`src/rtl/cnn_pool_stage_if.sv`:
```
// Stream bundle for the 2x2 max-pooling stage: raster input beats in, pooled elements out.
interface cnn_pool_stage_if #(
   parameter int CH = 4,
   parameter int DW = 32
);
   logic            iValid;
   logic            iSof;
   logic [CH*DW-1:0] iData;
   logic            oValid;
   logic            oLast;
   logic [CH*DW-1:0] oData;

   modport master (
      output iValid, iSof, iData,
      input  oValid, oLast, oData
   );

   modport slave (
      input  iValid, iSof, iData,
      output oValid, oLast, oData
   );
endinterface

```
`src/rtl/cnn_pool_stage.sv`:
```
// N-channel 2x2 stride-2 signed max-pooling over a raster stream, with a per-channel row buffer.
// Optional feature macro: POOL_RELU_EN clamps negative pooled results to zero.
module cnn_pool_stage #(
   parameter int CH   = 4,
   parameter int DW   = 32,
   parameter int IN_W = 26,
   parameter int IN_H = 26
) (
   input logic           iClk,
   input logic           iRst,
   cnn_pool_stage_if.slave bus
);

   localparam int OUT_W = IN_W / 2;
   localparam int OUT_H = IN_H / 2;
   localparam int CW    = (IN_W > 1) ? $clog2(IN_W) : 1;
   localparam int RW    = (IN_H > 1) ? $clog2(IN_H) : 1;
   localparam int BW    = (OUT_W > 1) ? $clog2(OUT_W) : 1;
   localparam int BD    = (OUT_W > 0) ? OUT_W : 1;

   localparam logic [CW-1:0] COL_LAST      = CW'(IN_W - 1);
   localparam logic [RW-1:0] ROW_LAST      = RW'(IN_H - 1);
   localparam logic [CW-1:0] COL_POOL_LAST = CW'(2 * OUT_W - 1);
   localparam logic [RW-1:0] ROW_POOL_LAST = RW'(2 * OUT_H - 1);

   logic [CW-1:0]          colQ, colD, curCol;
   logic [RW-1:0]          rowQ, rowD, curRow;
   logic signed [DW-1:0]   holdQ [CH];
   logic signed [DW-1:0]   holdD [CH];
   logic signed [DW-1:0]   rowBuf [CH][BD];
   logic signed [DW-1:0]   inX [CH];
   logic signed [DW-1:0]   horzMax [CH];
   logic signed [DW-1:0]   poolMax [CH];
   logic [BW-1:0]          bufIdx;
   logic                   inPool, writeBuf, fire;
   logic                   oValidQ, oValidD, oLastQ, oLastD;
   logic [CH*DW-1:0]       oDataQ, oDataD;

   // A start-of-frame beat is processed as if the counters were already at the origin,
   // which discards whatever partial frame was in progress.
   always_comb begin
      curCol = bus.iSof ? '0 : colQ;
      curRow = bus.iSof ? '0 : rowQ;
      colD   = colQ;
      rowD   = rowQ;
      if (bus.iValid) begin
         if (curCol == COL_LAST) begin
            colD = '0;
            rowD = (curRow == ROW_LAST) ? '0 : curRow + 1'b1;
         end else begin
            colD = curCol + 1'b1;
            rowD = curRow;
         end
      end

      inPool   = (curCol <= COL_POOL_LAST) && (curRow <= ROW_POOL_LAST);
      bufIdx   = BW'(curCol >> 1);
      writeBuf = bus.iValid && curCol[0] && !curRow[0] && inPool;
      fire     = bus.iValid && curCol[0] && curRow[0] && inPool;
      oValidD  = fire;
      oLastD   = fire && (curCol == COL_POOL_LAST) && (curRow == ROW_POOL_LAST);
      oDataD   = oDataQ;

      for (int c = 0; c < CH; c++) begin
         inX[c]     = bus.iData[c*DW +: DW];
         horzMax[c] = (inX[c] > holdQ[c]) ? inX[c] : holdQ[c];
         poolMax[c] = (rowBuf[c][bufIdx] > horzMax[c]) ? rowBuf[c][bufIdx] : horzMax[c];
`ifdef POOL_RELU_EN
         if (poolMax[c][DW-1]) begin
            poolMax[c] = '0;
         end
`endif
         holdD[c] = (bus.iValid && !curCol[0]) ? inX[c] : holdQ[c];
         if (fire) begin
            oDataD[c*DW +: DW] = poolMax[c];
         end
      end
   end

   // Position, horizontal hold and output registers; reset discards any partial frame.
   always_ff @(posedge iClk) begin
      if (iRst) begin
         colQ    <= '0;
         rowQ    <= '0;
         oValidQ <= 1'b0;
         oLastQ  <= 1'b0;
         oDataQ  <= '0;
         for (int c = 0; c < CH; c++) begin
            holdQ[c] <= '0;
         end
      end else begin
         colQ    <= colD;
         rowQ    <= rowD;
         oValidQ <= oValidD;
         oLastQ  <= oLastD;
         oDataQ  <= oDataD;
         for (int c = 0; c < CH; c++) begin
            holdQ[c] <= holdD[c];
         end
      end
   end

   // The row buffer is always written on an even row before the odd row reads it, so it needs no reset.
   always_ff @(posedge iClk) begin
      if (!iRst && writeBuf) begin
         for (int c = 0; c < CH; c++) begin
            rowBuf[c][bufIdx] <= horzMax[c];
         end
      end
   end

   assign bus.oValid = oValidQ;
   assign bus.oLast  = oLastQ;
   assign bus.oData  = oDataQ;

endmodule

```
`src/flat_wrapper.sv`:
```
// flat-port wrapper written by rule: the top's interface ports become plain ports
module cnn_pool_stage_flat 
#(
   parameter int CH   = 4,
   parameter int DW   = 32,
   parameter int IN_W = 26,
   parameter int IN_H = 26
)
  (iClk, iRst, bus_iValid, bus_iSof, bus_iData, bus_oValid, bus_oLast, bus_oData);
  cnn_pool_stage_if #(.CH(CH), .DW(DW)) bus_i ();
  input logic iClk;
  input logic iRst;
  input wire logic [$bits(bus_i.iValid)-1:0] bus_iValid;
  input wire logic [$bits(bus_i.iSof)-1:0] bus_iSof;
  input wire logic [$bits(bus_i.iData)-1:0] bus_iData;
  output wire logic [$bits(bus_i.oValid)-1:0] bus_oValid;
  output wire logic [$bits(bus_i.oLast)-1:0] bus_oLast;
  output wire logic [$bits(bus_i.oData)-1:0] bus_oData;
  assign bus_i.iValid = bus_iValid;
  assign bus_i.iSof = bus_iSof;
  assign bus_i.iData = bus_iData;
  assign bus_oValid = bus_i.oValid;
  assign bus_oLast = bus_i.oLast;
  assign bus_oData = bus_i.oData;
  cnn_pool_stage #(.CH(CH), .DW(DW), .IN_W(IN_W), .IN_H(IN_H)) u_core (.iClk(iClk), .iRst(iRst), .bus(bus_i));
endmodule
```
`config.mk`:
```
export PLATFORM = sky130hd
export DESIGN_NAME = cnn_pool_stage_flat
export DESIGN_NICKNAME = d
export VERILOG_FILES = /design/src/rtl/cnn_pool_stage_if.sv /design/src/rtl/cnn_pool_stage.sv /design/src/flat_wrapper.sv
export SDC_FILE = /design/constraint.sdc
export NUM_CORES = 2
export LEC_CHECK = 0
export BUFFER_PORTS_ARGS = -buffer_cell sky130_fd_sc_hd__buf_2
export CAP_MARGIN = 0
export CORE_MARGIN = 2
export CORE_UTILIZATION = 60
export DETAILED_ROUTE_END_ITERATION = 10
export PLACE_DENSITY = 0.79
export SLEW_MARGIN = 20
export SYNTH_ARGS = -nofsm -noshare
export SYNTH_HDL_FRONTEND = slang
export SYNTH_SLANG_ARGS = --single-unit
```
`constraint.sdc`:
```
create_clock -name iClk -period 17.85 [get_ports iClk]
set_clock_uncertainty 0.2 [all_clocks]
set_input_delay 1.785 -clock iClk [delete_from_list [all_inputs] [get_ports iClk]]
set_output_delay 1.785 -clock iClk [all_outputs]
set_load 0.1 [all_outputs]
```
==> run metrics <==
outcome completed; sequential share of power 53.0%; syn nets 6023; fin cells 7692; max frequency 123 MHz; slack of the critical path 9.71 ns; pwr/cell area 108 nW/um^2; Area Growth Syn to Fin 11.0%; hold_ws 0.269 ns; Mean Syn Cell Area 14.2 sq um; Worst-Margin Slew 1.14 ns; I/O pins 262; vias after detailed routing 52931; Crit Path Max Fanout 34; clk slew on worst S/H paths 0.06 ns; switching share of total power 22.9%; Inst Count DP 7351; CTS tree yes; Antenna Nets Post-Route 0; register bit total from synthesis 1932; CTS resizes 0; DRC 0; Setup Viol. Count Final 0; worst-path cell chain buf_2 -> ha_1 -> nand4_1 -> nor4_1 -> nand3_1 -> nand2_1 -> a2bb2oi_2 -> buf_4 -> nand2_1 -> nand2_1 -> inv_1 -> ha_1 -> a21oi_1 -> nand2_1 -> a21o_1 -> o41ai_1 -> o2111ai_1 -> mux2_2 -> buf_4 -> o32ai_1 -> a31o_1; clock share of power 39.5%; layout cell share with drive strength beyond 1 11.8%; RSZ-0062 raised after global routing no; Die W 369 um; CTS Hold Bufs 0; Ys Warns 0; Final #Nets 6175; area of the multi-input gates 21900 sq um; clock sinks 1932; DP Area 82700 sq um; Fill cells 8849; commonest non-fill, non-tap cell in the layout edfxtp_1; CP max stage delay 0.74 ns; Initial Util 60.5%; Max stage delay cell, worst path nor4_1; root buf cell clkbuf_16; vias in the first global route 51834; global route overflow 0; Post-Route Setup TNS 0 ns; Final Cycle Share 45.6%; PortBufs 261; Post-synth ARST share 0%; max cap viols 0; total power 9.55 mW; Total Die Area 136000 sq um; largest net degree at the start of global routing 192; maximum VDD drop 94.7 uV; cell mode on critical path nand2_1; Synth Cell Area 79800 sq um; Synth Instances 5631; clock period minus worst slack 8.14 ns; final instance area 88500 sq um; GRT Total Usage 30.8%; Routed WL per cell 27.7 um; Crit Path Class in2reg; sequential cell area 55300 sq um; startpoint class of the critical path input port; main flop type after synthesis edfxtp_1; relative slew slack 23.6%; data required time at the worst endpoint 18.34 ns; Leakage 30.6 nW; number of synthesized flops with an enable pin 1664; # rows 133; commonest cells after routing, fill and taps aside edfxtp_1, a21oi_1, a22oi_1; pre-CTS setup slack 9.14 ns; Iteration-0 DRC Markers 7268; DP HPWL 115000 um; DR vias/cell 6.88; Seq/Total Area, Yosys 69.4%; Logic pwr share 7.5%; final hold violation count 0; total wire length 213000 um; HP Class reg2reg; postcts setup bufs 0; Switching Power 2.18 mW; Num CTS Buffers 184; CORE AREA 132000 sq um; Cell Int Power 7.37 mW; GP Congestion 0.867; Clock Latency Late Sink 0.82 ns; first-pass GRT wire length 318000 um; Die Y 369 um; worst-case clock buffer depth 3; CTS H-tree depth 4; final core occ 67.2%; Worst setup EP type flop; post-synth cell types 70; first-pass iteration count of the detailed router 6; Slew Viols, Final 0; WP data arrival 8.63 ns; antenna violations before repair 7
==> area by class of cell <==
class | count | area share, %
sequential | 1932 | 62.5
multi-input combinational | 3008 | 24.8
clock buffer | 227 | 5.61
tap | 1755 | 2.48
timing repair buffer | 361 | 2.41
inverter | 296 | 1.26
clock inverter | 109 | 0.943
antenna | 4 | 0.0113
==> synthesized netlist by cell type (10+ instances only) <==
library cell	count	area, sq um
o22ai_1	93	582
nand2_1	411	1540
a21oi_1	440	2200
a2111o_1	31	349
nand2b_1	10	62.6
clkbuf_1	282	1060
a21o_1	24	180
a221oi_1	190	1660
nor4_1	11	68.8
nor2_1	39	146
a31o_1	31	272
edfxtp_1	1664	50000
inv_1	295	1110
o32ai_1	33	289
buf_1	34	128
nor2b_1	14	87.6
buf_4	10	75.1
o21ai_0	64	320
nand3_1	68	340
o31ai_1	98	736
nor3b_1	97	728
nand4_1	51	319
buf_2	64	320
dfxtp_1	268	5370
ha_1	260	3250
a22o_1	220	1930
mux2i_1	65	651
o211ai_1	11	82.6
a22oi_1	429	3220
a211o_1	92	806
a221oi_2	31	465
a31oi_1	93	582
nor3_1	20	100
==> sequential cells by signal (all words and copies together) (netlist names) <==
register / cells
u_core.rowBuf: 1664
u_core.bus.oData: 128
u_core.holdQ: 128
u_core.colQ: 5
u_core.rowQ: 5
u_core.bus.oLast: 1
u_core.bus.oValid: 1
==> worst max-delay path: cells and delay by family <==
kind | cells | cell delay (ns)
AOI/OAI and AO/OA | 7 | 2.06
muxes | 1 | 0.73
adders and majority gates | 2 | 0.67
buffers and inverters | 4 | 1.12
and+or+nand+nor | 7 | 2.24
==> worst paths after layout <==
| path | endpoint | slack, ns | startpoint | cells after the start |
|---|---|---|---|---|
| worst max-delay path | u_core.bus.oData[84]$_SDFFE_PP0P_ | 9.71 | bus_iData[78] | 21 |
| worst min-delay path | u_core.holdQ[3][9]$_SDFFE_PP0P_ | 0.27 | u_core.holdQ[3][9]$_SDFFE_PP0P_ | 2 |
| worst max register to register | u_core.bus.oData[84]$_SDFFE_PP0P_ | 10.38 | u_core.holdQ[2][13]$_SDFFE_PP0P_ | 21 |
| worst min register to register | u_core.holdQ[3][9]$_SDFFE_PP0P_ | 0.27 | u_core.holdQ[3][9]$_SDFFE_PP0P_ | 2 |
==> cell families after synthesis <==
family          synth area share [%]
flops                           69.4
compound gates                  17.7
simple gates                    4.57
buf+inv                         3.45
fa+ha+maj                       4.08
mux                            0.861
==> power by group through the flow <==
stage          clock (mW)  sequential (mW)  combinational, mW
2_1_floorplan           0             5.15              0.468
3_3_place_gp            0             5.16              0.662
3_5_place_dp            0             5.16              0.692
4_1_cts              3.80             5.06              0.699
5_1_grt              3.97             5.06              0.781
6_report             3.77             5.06              0.714
==> routing by layer <==
layer	global-route usage (%)	vias to the layer above	share of wire (%)
met5	0	-	0.0099
met4	13.4	4	3.9
met3	5.25	517	11
met2	49.8	3453	48
met1	41.6	26164	37
li1	-	22793	-
(Power assumes the default switching activity.)
